`config.mk`:
```
export PLATFORM = sky130hd
export DESIGN_NAME = uart_tx_arbiter
export DESIGN_NICKNAME = d
export VERILOG_FILES = /design/src/rtl/uart_pkg.sv /design/src/rtl/uart_rr_pick.sv /design/src/rtl/uart_tx_arbiter.sv
export SDC_FILE = /design/constraint.sdc
export NUM_CORES = 1
export LEC_CHECK = 0
export BUFFER_PORTS_ARGS = -buffer_cell sky130_fd_sc_hd__buf_2
export CORE_MARGIN = 8
export CORE_UTILIZATION = 35
export CTS_CLUSTER_DIAMETER = 200
export DETAILED_ROUTE_END_ITERATION = 10
export HOLD_SLACK_MARGIN = 0.05
export PLACE_DENSITY = 0.66
export SLEW_MARGIN = 20
export SYNTH_ARGS = -nofsm -noshare
export SYNTH_HDL_FRONTEND = slang
export SYNTH_HIERARCHICAL = 1
export SYNTH_SLANG_ARGS = --single-unit
```
`constraint.sdc`:
```
create_clock -name clk -period 2.62 [get_ports clk]
set_input_delay 0.393 -clock clk [delete_from_list [all_inputs] [get_ports clk]]
set_output_delay 0.393 -clock clk [all_outputs]
set_load 0.01 [all_outputs]
```
`src/rtl/uart_pkg.sv`:
```
// uart_pkg: shared types and default constants for the UART transmit arbiter.
// Contents: arb_state_t (arbiter FSM encoding), UART_NUM_REQ_DEF, UART_TIMEOUT_DEF.
// Used by uart_tx_arbiter and uart_rr_pick.
package uart_pkg;

   localparam int UART_NUM_REQ_DEF = 4;
   localparam int UART_TIMEOUT_DEF = 1024;

   typedef enum logic [2:0] {
      ST_IDLE      = 3'd0,
      ST_LOCK      = 3'd1,
      ST_ISSUE     = 3'd2,
      ST_WAIT_ACK  = 3'd3,
      ST_WAIT_DONE = 3'd4
   } arb_state_t;

endpackage

```
`src/rtl/uart_rr_pick.sv`:
```
// uart_rr_pick: combinational rotating-priority picker, first valid at or after i_ptr.
// Ports: i_valid (request vector), i_ptr (priority start index),
//        o_gnt (one-hot winner), o_idx (winner index), o_any (some request valid).
module uart_rr_pick
   import uart_pkg::*;
#(
   parameter int NUM_REQ = UART_NUM_REQ_DEF,
   parameter int PW      = $clog2(NUM_REQ)
)(
   input  logic [NUM_REQ-1:0] i_valid,
   input  logic [PW-1:0]      i_ptr,
   output logic [NUM_REQ-1:0] o_gnt,
   output logic [PW-1:0]      o_idx,
   output logic               o_any
);

   logic [PW-1:0] w_pos;

   // i_ptr + off, wrapped at NUM_REQ (i_ptr is always < NUM_REQ)
   function automatic logic [PW-1:0] wrap_add(logic [PW-1:0] base, int unsigned off);
      int unsigned s;
      s = 32'(base) + off;
      if (s >= 32'(NUM_REQ)) s = s - 32'(NUM_REQ);
      return s[PW-1:0];
   endfunction

   always_comb begin
      o_gnt = '0;
      o_idx = '0;
      o_any = 1'b0;
      w_pos = '0;
      // walk positions in priority order; the first valid one wins
      for (int k = 0; k < NUM_REQ; k++) begin
         w_pos = wrap_add(i_ptr, unsigned'(k));
         if (!o_any && i_valid[w_pos]) begin
            o_any        = 1'b1;
            o_gnt[w_pos] = 1'b1;
            o_idx        = w_pos;
         end
      end
   end

endmodule

```
`src/rtl/uart_tx_arbiter.sv`:
```
// uart_tx_arbiter: message-locked round-robin arbiter feeding one UART transmitter.
// Ports: clk, rst (async active-low); req_valid/req_data/req_last/req_ready per requester;
//        grant (one-hot owner); tx_data/tx_valid/tx_ready to the UART; busy; timeout.
// Optional owner-stall release is compiled in with `define UART_ARB_TIMEOUT_EN.
module uart_tx_arbiter
   import uart_pkg::*;
#(
   parameter int NUM_REQ        = UART_NUM_REQ_DEF,
   parameter int TIMEOUT_CYCLES = UART_TIMEOUT_DEF
)(
   input  logic                 clk,
   input  logic                 rst,
   input  logic [NUM_REQ-1:0]   req_valid,
   input  logic [8*NUM_REQ-1:0] req_data,
   input  logic [NUM_REQ-1:0]   req_last,
   output logic [NUM_REQ-1:0]   req_ready,
   output logic [NUM_REQ-1:0]   grant,
   output logic [7:0]           tx_data,
   output logic                 tx_valid,
   input  logic                 tx_ready,
   output logic                 busy,
   output logic                 timeout
);

   localparam int PW = $clog2(NUM_REQ);

   arb_state_t         r_state;
   arb_state_t         w_state_nxt;
   logic [PW-1:0]      r_ptr;
   logic [PW-1:0]      r_owner;
   logic [NUM_REQ-1:0] r_grant;
   logic [7:0]         r_tx_data;
   logic               r_last;

   logic [NUM_REQ-1:0] w_pick_gnt;
   logic [PW-1:0]      w_pick_idx;
   logic               w_pick_any;
   logic               w_own_vld;
   logic               w_accept;
   logic               w_release;
   logic               w_stall_to;
   logic [PW-1:0]      w_ptr_after_owner;

   uart_rr_pick #(
      .NUM_REQ (NUM_REQ),
      .PW      (PW)
   ) u_pick (
      .i_valid (req_valid),
      .i_ptr   (r_ptr),
      .o_gnt   (w_pick_gnt),
      .o_idx   (w_pick_idx),
      .o_any   (w_pick_any)
   );

   assign w_own_vld         = req_valid[r_owner];
   assign w_ptr_after_owner = (r_owner == PW'(NUM_REQ-1)) ? '0 : r_owner + 1'b1;

`ifdef UART_ARB_TIMEOUT_EN
   // Counts consecutive LOCK cycles in which the owner offers nothing;
   // the release fires on the TIMEOUT_CYCLES-th such cycle.
   logic [15:0] r_stall_cnt;

   assign w_stall_to = (r_state == ST_LOCK) && !w_own_vld &&
                       (r_stall_cnt == 16'(TIMEOUT_CYCLES-1));

   always_ff @(posedge clk or negedge rst) begin
      if (!rst) begin
         r_stall_cnt <= '0;
      end else if ((r_state == ST_LOCK) && !w_own_vld && !w_stall_to) begin
         r_stall_cnt <= r_stall_cnt + 16'd1;
      end else begin
         r_stall_cnt <= '0;
      end
   end
`else
   // Lock is held for as long as the owner takes; the stall limit is unused.
   logic w_unused_timeout_cfg;
   assign w_unused_timeout_cfg = (TIMEOUT_CYCLES == 0);
   assign w_stall_to           = 1'b0;
`endif

   always_ff @(posedge clk or negedge rst) begin
      if (!rst) r_state <= ST_IDLE;
      else      r_state <= w_state_nxt;
   end

   always_comb begin
      w_state_nxt = r_state;
      req_ready   = '0;
      w_accept    = 1'b0;
      w_release   = 1'b0;
      case (r_state)
         ST_IDLE: begin
            if (w_pick_any) w_state_nxt = ST_LOCK;
         end
         ST_LOCK: begin
            // only the owner may see ready, and only while the UART is idle
            req_ready = r_grant & {NUM_REQ{tx_ready}};
            w_accept  = w_own_vld & tx_ready;
            if (w_accept) begin
               w_state_nxt = ST_ISSUE;
            end else if (w_stall_to) begin
               w_state_nxt = ST_IDLE;
               w_release   = 1'b1;
            end
         end
         ST_ISSUE: begin
            w_state_nxt = ST_WAIT_ACK;
         end
         ST_WAIT_ACK: begin
            if (!tx_ready) w_state_nxt = ST_WAIT_DONE;
         end
         ST_WAIT_DONE: begin
            if (tx_ready) begin
               if (r_last) begin
                  w_state_nxt = ST_IDLE;
                  w_release   = 1'b1;
               end else begin
                  w_state_nxt = ST_LOCK;
               end
            end
         end
         default: begin
            w_state_nxt = ST_IDLE;
         end
      endcase
   end

   always_ff @(posedge clk or negedge rst) begin
      if (!rst) begin
         r_ptr     <= '0;
         r_owner   <= '0;
         r_grant   <= '0;
         r_tx_data <= '0;
         r_last    <= 1'b0;
      end else begin
         if ((r_state == ST_IDLE) && w_pick_any) begin
            r_grant <= w_pick_gnt;
            r_owner <= w_pick_idx;
         end
         if (w_accept) begin
            r_tx_data <= req_data[{r_owner, 3'b000} +: 8];
            r_last    <= req_last[r_owner];
         end
         // releasing moves priority just past the departing owner
         if (w_release) begin
            r_grant <= '0;
            r_ptr   <= w_ptr_after_owner;
            r_last  <= 1'b0;
         end
      end
   end

   assign grant    = r_grant;
   assign tx_data  = r_tx_data;
   assign tx_valid = (r_state == ST_ISSUE);
   assign busy     = (r_state != ST_IDLE);
   assign timeout  = w_stall_to;

endmodule
```
======== Word level (Yosys, flattened, before mapping) ========
Cells that the tools add are included.
storage, ports and cells
  register bits ........................... 20
  input bits .............................. 43
  output and inout port bits .............. 19
cells by class
  reduce and logical (&&, ||, !) cells .... 16
  shift-type cells ........................ 1
  multiplexer cells ....................... 52
  bitwise gates (word level) .............. 5
  order comparisons ....................... 13
  eq/ne operators ......................... 9
  add/sub/neg operators ................... 8
operators by type and width
  kind                   count
  $shiftx A32 B6 Y8      1
  $mux W4                7
  $mux W1                21
  $mux W2                9
  $lt A2 B3 Y1 const B   5
  $pmux W3 S5            1
  $bmux W1 S2            6
  $mux W3                4
  $or A4 B4 Y4           3
  $ge A3 B3 Y1 const B   3
  $demux W1 S2           4
  $ge A2 B1 Y1 const B   4
  $logic_and A1 B1 Y1    8
  $ne A2 B2 Y1 const B   4
  $sub A2 B1 Y2 const B  4
  $add A2 B2 Y3 const B  2
  $eq A3 B2 Y1 const B   2
  $and A4 B4 Y4          1
  $reduce_and A4 Y1      1
  $reduce_bool A2 Y1     2
  $add A2 B1 Y3 const B  1
  $eq A3 B1 Y1 const B   1
  $eq A3 B3 Y1 const B   1
  $ge A2 B3 Y1 const B   1
  other kinds (6)        8

======== Longest topological paths before layout ========
Gate-level depths: netlist of run 1.
  word-level depth ........................ 17
  gate-level depth with buffers ........... 10

======== Modules after synthesis ========
Netlist of run 1, hierarchy kept.
by module, submodules not included
  module           area each (um2)  cells each  instances  sequential area each (um2)
  uart_tx_arbiter  1,147.4          84          1          500.5
  uart_rr_pick     421.7            45          1          0.0

======== Worst setup path after synthesis of run 1 ========
OpenSTA, ideal clock, no wires.
  path kind ............................... reg2reg
  from .................................... register r_ptr[0]
  to ...................................... register r_owner[1]
  data required time ...................... 2.495 ns
  arrival ................................. 2.236 ns
  stages on the path, launching flop included .. 10
  buffers on the path ..................... 2
  path slack .............................. 0.259 ns
  clock period less this slack ............ 2.361 ns
  cell sequence ........................... dfrtp_1 -> buf_6 -> inv_1 -> ha_1 -> mux4_2 -> buf_6 -> nor4b_4 -> nor2_1 -> a32o_1 -> mux2_2
RTL lines
  element                                                                 RTL line                RTL
  start, declared                                                         uart_tx_arbiter.sv:29   logic [PW-1:0] r_ptr;
  start signal, assigned                                                  uart_tx_arbiter.sv:148  r_ptr <= w_ptr_after_owner;
  parallel branches: the longest is 13 deep, another holds $add A2 B1 Y3  n/a
  $mux W2 (*)                                                             uart_rr_pick.sv:35      if (!o_any && i_valid[w_pos]) begin
  named net w_pick_idx[1]                                                 uart_tx_arbiter.sv:36   logic [PW-1:0] w_pick_idx;
  end signal, assigned                                                    uart_tx_arbiter.sv:139  r_owner <= w_pick_idx;
  end, declared                                                           uart_tx_arbiter.sv:30   logic [PW-1:0] r_owner;
Mark *: on every way through the listed nets, which the timed path passes. The select of a mux whose other input is x is not followed.
A chain may end at the register's enable or synchronous reset.

======== Worst setup path in the final report of run 1 ========
Same ends and word-level chain as after synthesis.

==> tab_implementation.tex, run 1 <==
\begin{tabular}{lr}
\hline
Metric & Value \\
\hline
\multicolumn{2}{l}{\textbf{Synthesis}} \\
Syn avg cell area & about 12 um\^{}2 \\
Yosys top cell by area & sky130\_fd\_sc\_hd\_\_dfrtp\_1 \\
\#FFs+latches synth & 20 \\
Fraction of synthesis flops using an asynchronous set or reset pin & 100.0\% \\
Number of warnings printed during yosys synthesis & 6 \\
Synthesized netlist cell count & around 130 \\
Most area-consuming cells after synthesis & sky130\_fd\_sc\_hd\_\_dfrtp\_1, sky130\_fd\_sc\_hd\_\_mux4\_2, sky130\_fd\_sc\_hd\_\_mux2\_2, sky130\_fd\_sc\_hd\_\_ha\_1, sky130\_fd\_sc\_hd\_\_mux2i\_1 \\
Portion of the post-synthesis area used by sequential elements & between 30\% and 40\% \\
Count of flip-flops with a built-in enable after synthesis & 0 \\
Cell area after technology mapping & 1569 um\^{}2 \\
Post-synth net total & approximately 180 \\
Count of cell types in the netlist & 36 \\
Most repeated cell in the gate-level netlist after synthesis & sky130\_fd\_sc\_hd\_\_dfrtp\_1 \\
Primary FF master, synth & sky130\_fd\_sc\_hd\_\_dfrtp\_1 \\
Top post-synthesis cells by count & sky130\_fd\_sc\_hd\_\_dfrtp\_1, sky130\_fd\_sc\_hd\_\_mux2\_2, sky130\_fd\_sc\_hd\_\_mux4\_2, sky130\_fd\_sc\_hd\_\_nor2\_1, sky130\_fd\_sc\_hd\_\_a22oi\_1 \\
Top-area cell type share of the netlist area & around a third \\
\multicolumn{2}{l}{\textbf{Clock network}} \\
Number of buffers created by CTS & 3 \\
Number of H-tree levels & 1 \\
Sink count of the clock tree & 20 \\
Max Root-Sink Buffers & 2 \\
Post-cts sizing count & 0 \\
Clock tree from TritonCTS & yes \\
Clock root buffer & sky130\_fd\_sc\_hd\_\_clkbuf\_8 \\
Number of hold-repair buffers added at the cts stage & 0 \\
Clock-pin transition on the worst setup and hold timing paths & $\sim$0.080 ns \\
Post-CTS repair timing setup buffer count & 0 \\
Clk Latency, worst-skew pair & 0.26 ns \\
\multicolumn{2}{l}{\textbf{Timing}} \\
Final worst hold slack & 0.06922 ns \\
Number of failing setup endpoints in the final timing report & 0 \\
Share of the cycle needed by the critical path after routing & slightly below 90\% \\
Setup repair after global routing missed its margin & false \\
Max Clock Freq & approximately 430 MHz \\
Final Critical Period & between 2 and 2.5 ns \\
Final count of hold timing violations & 0 \\
Count of final max-slew check failures & 0 \\
Clock skew & 0.001323 ns \\
Total negative setup slack & 0 ns \\
\multicolumn{2}{l}{\textbf{Routing}} \\
Routed vias & between 1k and 1.5k \\
Average detailed-routed wire length per instance & roughly 16 um \\
Number of detailed-route iterations in the first pass & 5 \\
Routed via count divided by cell count & between 5 and 6 \\
Total Wirelength & slightly below 4000 um \\
Iter 0 DRT Violations & between 50 and 60 \\
Post-route DRC & 0 \\
Number of nets still failing antenna checks after routing & 0 \\
\multicolumn{2}{l}{\textbf{Setup path}} \\
Largest incremental delay on the critical path & between 0.6 and 0.7 ns \\
Critical path type & flop to flop \\
CP required & between 2 and 3 ns \\
Worst Path Arrival & approximately 2.5 ns \\
Total buffers and inverters traversed by the critical path & 1 \\
Startpoint kind of the worst setup timing path & flop \\
CP Max Fanout & 13 \\
Endpoint kind of the worst setup timing path & flop \\
Top delay family on crit path & multiplexers \\
Slowest stage cell on the critical path & sky130\_fd\_sc\_hd\_\_mux4\_2 \\
Worst-path cell chain & buf\_4 -> mux4\_2 -> nor4b\_4 -> nor2\_1 -> a32o\_1 -> mux2\_2 \\
\multicolumn{2}{l}{\textbf{Pwr}} \\
Worst voltage drop across the vdd grid & 0.0004612 V \\
Total power & between 2 and 2.5 mW \\
Pwr Density & 1092 nW/um\^{}2 \\
Leakage component of the power & 0.9028 nW \\
\multicolumn{2}{l}{\textbf{Layout}} \\
Proportion of layout cells with a drive suffix above 1 & $\sim$52\% \\
Area growth, synth to finish & 25.60\% \\
Number of diodes & 0 \\
Number of fillers in the final layout & around 420 \\
FF+latch area & $\sim$500 um\^{}2 \\
Number of nets in the finished design & between 200 and 250 \\
Area of the multi-input gates & between 900 and 1000 um\^{}2 \\
\multicolumn{2}{l}{\textbf{Placed design}} \\
Routability congestion estimate from global placement & 0.8507 \\
Post-detailed-placement half-perimeter wirelength & approximately 3200 um \\
Port-buffer cells & 60 \\
\multicolumn{2}{l}{\textbf{Global route}} \\
Wire length of the first global-routing pass & 6596 um \\
Leftover overflow at the end of global routing & 0 \\
Maximum number of pins on one net before global-route repair & 21 \\
All-Layer GR Usage & 11.29\% \\
Number of global-route vias before repair & between 1k and 1.5k \\
Initial antenna violation count & 0 \\
\multicolumn{2}{l}{\textbf{Floorplan}} \\
Floorplan row count & 24 \\
CORE AREA & 4324 um\^{}2 \\
Die footprint & 6882 um\^{}2 \\
Effective utilization at floorplan & between 30 and 40\% \\
Die width & around 83 um \\
Number of I/O pins & 62 \\
Die boundary height & approximately 83 um \\
\multicolumn{2}{l}{\textbf{Min path}} \\
Worst Hold Class & input port to async pin \\
\multicolumn{2}{l}{\textbf{Outcome}} \\
Run status & complete, no violations \\
\multicolumn{2}{l}{\textbf{Flow run}} \\
Max Cap Viol & 0 \\
\hline
\end{tabular}
[area by class of cell]
| class | count | area share [%] |
|---|---|---|
| clock buffers | 3 | 2.095 |
| clock inverters | 1 | 1.524 |
| inverters | 5 | 0.9524 |
| multi-input cells | 95 | 50.35 |
| flip-flops and latches | 20 | 25.40 |
| well taps | 52 | 3.302 |
| repair buffers | 63 | 16.38 |
[report_power, final]
part | switching (mW) | leakage, nW | internal, mW | total, mW
sequential | 0.154 | 0.250 | 0.455 | 0.609
clock | 0.105 | 0.0357 | 0.204 | 0.309
combinational | 0.592 | 0.617 | 0.642 | 1.23
[state kept, by name, indices dropped and copies added (netlist names)]
signal,count
r_last,1
r_ptr,2
grant,4
r_state,3
tx_data,8
r_owner,2
[layout by cell type, fill, tap and decap left out, types with 2 or more instances in the layout]
master	count
sky130_fd_sc_hd__buf_2	60
sky130_fd_sc_hd__dfrtp_1	20
sky130_fd_sc_hd__mux2_2	13
sky130_fd_sc_hd__mux4_2	12
sky130_fd_sc_hd__nor2_1	9
sky130_fd_sc_hd__a22oi_1	8
sky130_fd_sc_hd__mux2i_1	6
sky130_fd_sc_hd__ha_1	6
sky130_fd_sc_hd__inv_1	5
sky130_fd_sc_hd__o21ai_0	5
sky130_fd_sc_hd__and2_1	4
sky130_fd_sc_hd__nor3_1	3
sky130_fd_sc_hd__clkbuf_8	3
sky130_fd_sc_hd__buf_4	3
sky130_fd_sc_hd__or3_1	2
sky130_fd_sc_hd__nor4b_4	2
sky130_fd_sc_hd__nand3_1	2
sky130_fd_sc_hd__a21oi_1	2
sky130_fd_sc_hd__nor2b_1	2
sky130_fd_sc_hd__o221ai_1	2
sky130_fd_sc_hd__mux4_1	2
sky130_fd_sc_hd__nand2b_1	2
[metrics by stage]
stage / util, % / area [um^2] / instances / setup slack (ns)
4_1_cts: 45.57 / 1971 / 239 / 0.2913
6_report: 45.57 / 1971 / 239 / 0.2855
3_3_place_gp: 43.92 / 1899 / 235 / 0.3553
2_1_floorplan: - / 1569 / 129 / 0.2589
3_5_place_dp: 43.92 / 1899 / 235 / 0.3021
5_1_grt: 45.57 / 1971 / 239 / 0.1360
[worst paths after layout]
path	start	to	slack, ns	cells after the start
max reg2reg	r_ptr[0]	r_owner[1]	0.29	6
min	rst	tx_data[6]	0.07	1
max in group asynchronous	rst	grant[0]	2.24	1
max	r_ptr[0]	r_owner[1]	0.29	6
min in group clk	tx_ready	r_state[2]	0.35	2
min reg2reg	tx_data[5]	tx_data[5]	0.51	1
[layer usage]
metal  up-vias  share of wire, %  global-route usage, %
met5         -                 0                      0
met4         0               1.2                  3.355
met3         4               9.3                  5.176
met2        66                47                  17.89
met1       625                43                  13.26
li1        618                 -                      -
[kinds of logic (layout without fill, tap and decap cells)]
family,after synthesis,count (layout),share of synthesized area (%)
AO/OA/AOI/OAI,23,23,10.61
adder cells (fa/ha/maj),6,6,4.785
buffers and inverters,14,72,4.865
flip-flops,20,20,31.90
multiplexers,33,33,33.73
other,1,1,0.2390
AND/OR/NAND/NOR,32,32,13.88
Note: power is estimated with default switching activity, not from simulation.
==> run 2, diff against run 1 <==
ABC_AREA = 1   (was default)
PLACE_DENSITY = 0.65   (was 0.66)
==> run 2 against run 1 <==
  * Critical endpoint is now grant[3]
  * Clock-buffer cell count unchanged
  * Synthesized cell count increased by 95%
  * Non-clock buffer count decreased by 2
  * Global-route usage increased by 2.3 points
  * Sequential power decreased by 9.7%
  * Combinational power about the same
  * Largest power group unchanged
  * Clock skew increased by 0.0060 ns
  * First-iteration DRC count increased by 97%
  * Fmax increased by 0.43%
  * Register-to-register slack about the same
==> tab_implementation.tex, run 2 <==
\begin{tabular}{lr}
\hline
Metric & Value \\
\hline
\multicolumn{2}{l}{\textbf{Outcome}} \\
Run status & complete, no violations (unchanged) \\
\multicolumn{2}{l}{\textbf{Timing}} \\
Total negative setup slack & 0 ns (unchanged) \\
Count of final max-slew check failures & 0 (unchanged) \\
Transition time at the pin with the least slew margin & 0.5861 ns \\
Number of failing setup endpoints in the final timing report & 0 (unchanged) \\
Final Critical Period & 2.324 ns (was 2.335 ns) \\
Relative max-transition margin & between 60\% and 70\% \\
Share of the cycle needed by the critical path after routing & 88.72\% (was 89.10\%) \\
Setup repair after global routing missed its margin & false (unchanged) \\
Clock skew & 0.007354 ns (was 0.001323 ns) \\
Max Clock Freq & 430.2 MHz (was 428.4 MHz) \\
Final count of hold timing violations & 0 (unchanged) \\
\multicolumn{2}{l}{\textbf{Setup path}} \\
Endpoint kind of the worst setup timing path & flop (unchanged) \\
Worst Path Arrival & 2.48 ns (about the same) \\
Critical path type & flop to flop (unchanged) \\
CP Max Fanout & 13 (unchanged) \\
Startpoint kind of the worst setup timing path & flop (unchanged) \\
CP required & 2.78 ns (was 2.77 ns) \\
\multicolumn{2}{l}{\textbf{Clock network}} \\
Post-cts sizing count & 0 (unchanged) \\
Post-CTS repair timing setup buffer count & 0 (unchanged) \\
Sink count of the clock tree & 20 (unchanged) \\
Clock root buffer & sky130\_fd\_sc\_hd\_\_clkbuf\_8 (unchanged) \\
Max Root-Sink Buffers & 2 (unchanged) \\
Number of buffers created by CTS & 3 (unchanged) \\
Clk Latency, worst-skew pair & 0.27 ns (was 0.26 ns) \\
Number of hold-repair buffers added at the cts stage & 0 (unchanged) \\
Number of H-tree levels & 1 (unchanged) \\
Clock tree from TritonCTS & yes (unchanged) \\
Clock-pin transition on the worst setup and hold timing paths & 0.08 ns (about the same) \\
\multicolumn{2}{l}{\textbf{Routing}} \\
Total Wirelength & 4605 um (was 3942 um) \\
Routed vias & 1790 (was 1313) \\
Number of detailed-route iterations in the first pass & 4 (was 5) \\
Post-route DRC & 0 (unchanged) \\
Number of nets still failing antenna checks after routing & 0 (unchanged) \\
Routed via count divided by cell count & 4.958 (was 5.494) \\
Iter 0 DRT Violations & 114 (was 58) \\
Average detailed-routed wire length per instance & 12.76 um (was 16.49 um) \\
\multicolumn{2}{l}{\textbf{Synthesis}} \\
Synthesized netlist cell count & 251 (was 129) \\
Cell area after technology mapping & 1702 um\^{}2 (was 1569 um\^{}2) \\
Primary FF master, synth & sky130\_fd\_sc\_hd\_\_dfrtp\_1 (unchanged) \\
Portion of the post-synthesis area used by sequential elements & 29.41\% (was 31.90\%) \\
Top post-synthesis cells by count & sky130\_fd\_sc\_hd\_\_nand2\_1, sky130\_fd\_sc\_hd\_\_nor2\_1, sky130\_fd\_sc\_hd\_\_inv\_1, sky130\_fd\_sc\_hd\_\_nand3\_1, sky130\_fd\_sc\_hd\_\_o21ai\_0 (was sky130\_fd\_sc\_hd\_\_dfrtp\_1, sky130\_fd\_sc\_hd\_\_mux2\_2, sky130\_fd\_sc\_hd\_\_mux4\_2, sky130\_fd\_sc\_hd\_\_nor2\_1, sky130\_fd\_sc\_hd\_\_a22oi\_1) \\
Top-area cell type share of the netlist area & 29.41\% (was 31.90\%) \\
Number of warnings printed during yosys synthesis & 6 (unchanged) \\
Fraction of synthesis flops using an asynchronous set or reset pin & 100.0\% (unchanged) \\
Most area-consuming cells after synthesis & sky130\_fd\_sc\_hd\_\_dfrtp\_1, sky130\_fd\_sc\_hd\_\_nand2\_1, sky130\_fd\_sc\_hd\_\_nand3\_1, sky130\_fd\_sc\_hd\_\_o21ai\_0, sky130\_fd\_sc\_hd\_\_nor2\_1 (was sky130\_fd\_sc\_hd\_\_dfrtp\_1, sky130\_fd\_sc\_hd\_\_mux4\_2, sky130\_fd\_sc\_hd\_\_mux2\_2, sky130\_fd\_sc\_hd\_\_ha\_1, sky130\_fd\_sc\_hd\_\_mux2i\_1) \\
Post-synth net total & 300 (was 178) \\
\#FFs+latches synth & 20 (unchanged) \\
Most repeated cell in the gate-level netlist after synthesis & sky130\_fd\_sc\_hd\_\_nand2\_1 (was sky130\_fd\_sc\_hd\_\_dfrtp\_1) \\
Count of cell types in the netlist & 29 (was 36) \\
Syn avg cell area & 6.779 um\^{}2 (was 12.16 um\^{}2) \\
Count of flip-flops with a built-in enable after synthesis & 0 (unchanged) \\
Yosys top cell by area & sky130\_fd\_sc\_hd\_\_dfrtp\_1 (unchanged) \\
\multicolumn{2}{l}{\textbf{Placed design}} \\
Routability congestion estimate from global placement & 0.8941 (was 0.8507) \\
Cells after DPL & 357 (was 235) \\
Port-buffer cells & 60 (unchanged) \\
Post-detailed-placement half-perimeter wirelength & 3584 um (was 3189 um) \\
\multicolumn{2}{l}{\textbf{Floorplan}} \\
Floorplan row count & 25 (was 24) \\
Die boundary height & 85.73 um (was 82.96 um) \\
Effective utilization at floorplan & 36.27\% (was 36.28\%) \\
Number of I/O pins & 62 (unchanged) \\
CORE AREA & 4692 um\^{}2 (was 4324 um\^{}2) \\
Die footprint & 7349 um\^{}2 (was 6882 um\^{}2) \\
Die width & 85.73 um (was 82.96 um) \\
\multicolumn{2}{l}{\textbf{Min path}} \\
Worst Hold Class & input port to async pin (unchanged) \\
\multicolumn{2}{l}{\textbf{Layout}} \\
Number of flip-flops in the largest register & 8 (unchanged) \\
Leading cell types in the layout, fill and taps excluded & sky130\_fd\_sc\_hd\_\_buf\_2, sky130\_fd\_sc\_hd\_\_nand2\_1, sky130\_fd\_sc\_hd\_\_nor2\_1, sky130\_fd\_sc\_hd\_\_inv\_1, sky130\_fd\_sc\_hd\_\_nand3\_1 (was sky130\_fd\_sc\_hd\_\_buf\_2, sky130\_fd\_sc\_hd\_\_dfrtp\_1, sky130\_fd\_sc\_hd\_\_mux2\_2, sky130\_fd\_sc\_hd\_\_mux4\_2, sky130\_fd\_sc\_hd\_\_nor2\_1) \\
Area growth, synth to finish & 21.99\% (was 25.60\%) \\
Filler-free cell count of the finished design & 361 (was 239) \\
Number of diodes & 0 (unchanged) \\
Proportion of layout cells with a drive suffix above 1 & 28.99\% (was 52.41\%) \\
Number of nets in the finished design & 357 (was 237) \\
Commonest non-fill, non-tap cell in the layout & sky130\_fd\_sc\_hd\_\_buf\_2 (unchanged) \\
\multicolumn{2}{l}{\textbf{Global route}} \\
Leftover overflow at the end of global routing & 0 (unchanged) \\
Maximum number of pins on one net before global-route repair & 23 (was 21) \\
Initial antenna violation count & 0 (unchanged) \\
All-Layer GR Usage & 13.54\% (was 11.29\%) \\
Number of global-route vias before repair & 1814 (was 1415) \\
Wire length of the first global-routing pass & 8121 um (was 6596 um) \\
\multicolumn{2}{l}{\textbf{Pwr}} \\
Leakage component of the power & 1.138 nW (was 0.9028 nW) \\
Pwr Density & 1005 nW/um\^{}2 (was 1092 nW/um\^{}2) \\
Worst voltage drop across the vdd grid & 0.0003578 V (was 0.0004612 V) \\
\multicolumn{2}{l}{\textbf{Flow run}} \\
Max Cap Viol & 0 (unchanged) \\
\hline
\end{tabular}
-- run 2: final timing paths --
check                      startpoint    endpoint  slack (ns)  cells after the start
max in group asynchronous         rst    r_ptr[1]        2.23                      1
min reg2reg                tx_data[4]  tx_data[4]        0.48                      2
min                               rst    grant[0]        0.07                      1
min in group clk           tx_data[4]  tx_data[4]        0.48                      2
max                          r_ptr[0]    grant[3]        0.30                     11
max reg2reg                  r_ptr[0]    grant[3]        0.30                     11
-- run 2: metrics by stage --
step | total power [mW] | cell area, um^2 | setup slack [ns] | util, % | hold WS [ns]
floorplan | 1.478 | 1702 | 0.5854 | - | 0.09741
global placement | 1.769 | 2004 | 0.3780 | 42.72 | 0.3680
detailed placement | 1.781 | 2004 | 0.2889 | 42.72 | 0.3740
CTS | 2.104 | 2076 | 0.2918 | 44.24 | 0.07646
global route | 2.321 | 2076 | 0.003968 | 44.24 | 0.09884
finish | 2.087 | 2076 | 0.2956 | 44.24 | 0.06632
-- run 2: final cells by class --
type | count | area [um^2]
fillers | 490 | 2616
flip-flops and latches | 20 | 500.5
clock buffers | 3 | 41.29
inverters | 28 | 110.1
clock inverters | 1 | 30.03
repair buffers | 61 | 307.8
multi-input cells | 194 | 1018
well taps | 54 | 67.56
-- run 2: report_power, final --
part / leakage (nW) / internal, mW / switching (mW)
Combinational: 0.851 / 0.439 / 0.782
Sequential: 0.251 / 0.438 / 0.112
Clock: 0.0357 / 0.204 / 0.111
-- run 2: worst max-delay path, stage by stage, from the launching register on --
cell and delay (ns):
sky130_fd_sc_hd__dfrtp_1 0.54, sky130_fd_sc_hd__inv_2 0.18, sky130_fd_sc_hd__ha_1 0.38, sky130_fd_sc_hd__inv_1 0.10
sky130_fd_sc_hd__nand2_1 0.09, sky130_fd_sc_hd__nand2_2 0.06, sky130_fd_sc_hd__nor2_4 0.23, sky130_fd_sc_hd__nand4_1 0.17
sky130_fd_sc_hd__nand3_2 0.19, sky130_fd_sc_hd__nand2_1 0.12, sky130_fd_sc_hd__nand3_1 0.09, sky130_fd_sc_hd__o21ai_0 0.08
-- run 2: cells by family (layout without fill, tap and decap cells) --
family	count (synthesis)	in the layout	synth area share, %
AOI/OAI and AO/OA	49	49	16.18
adders and majority gates	6	6	4.412
buffers and inverters	37	93	10.73
DFF	20	20	29.41
other	1	1	0.2204
and+or+nand+nor	138	138	39.04
-- run 2: layer usage --
layer  vias to the layer above  share of wire [%]  track usage [%]
li1                        941                  -                -
met1                       774                 48            16.46
met2                        70                 44            22.43
met3                         5                6.3            3.438
met4                         0                1.3            4.936
met5                         -                  0                0
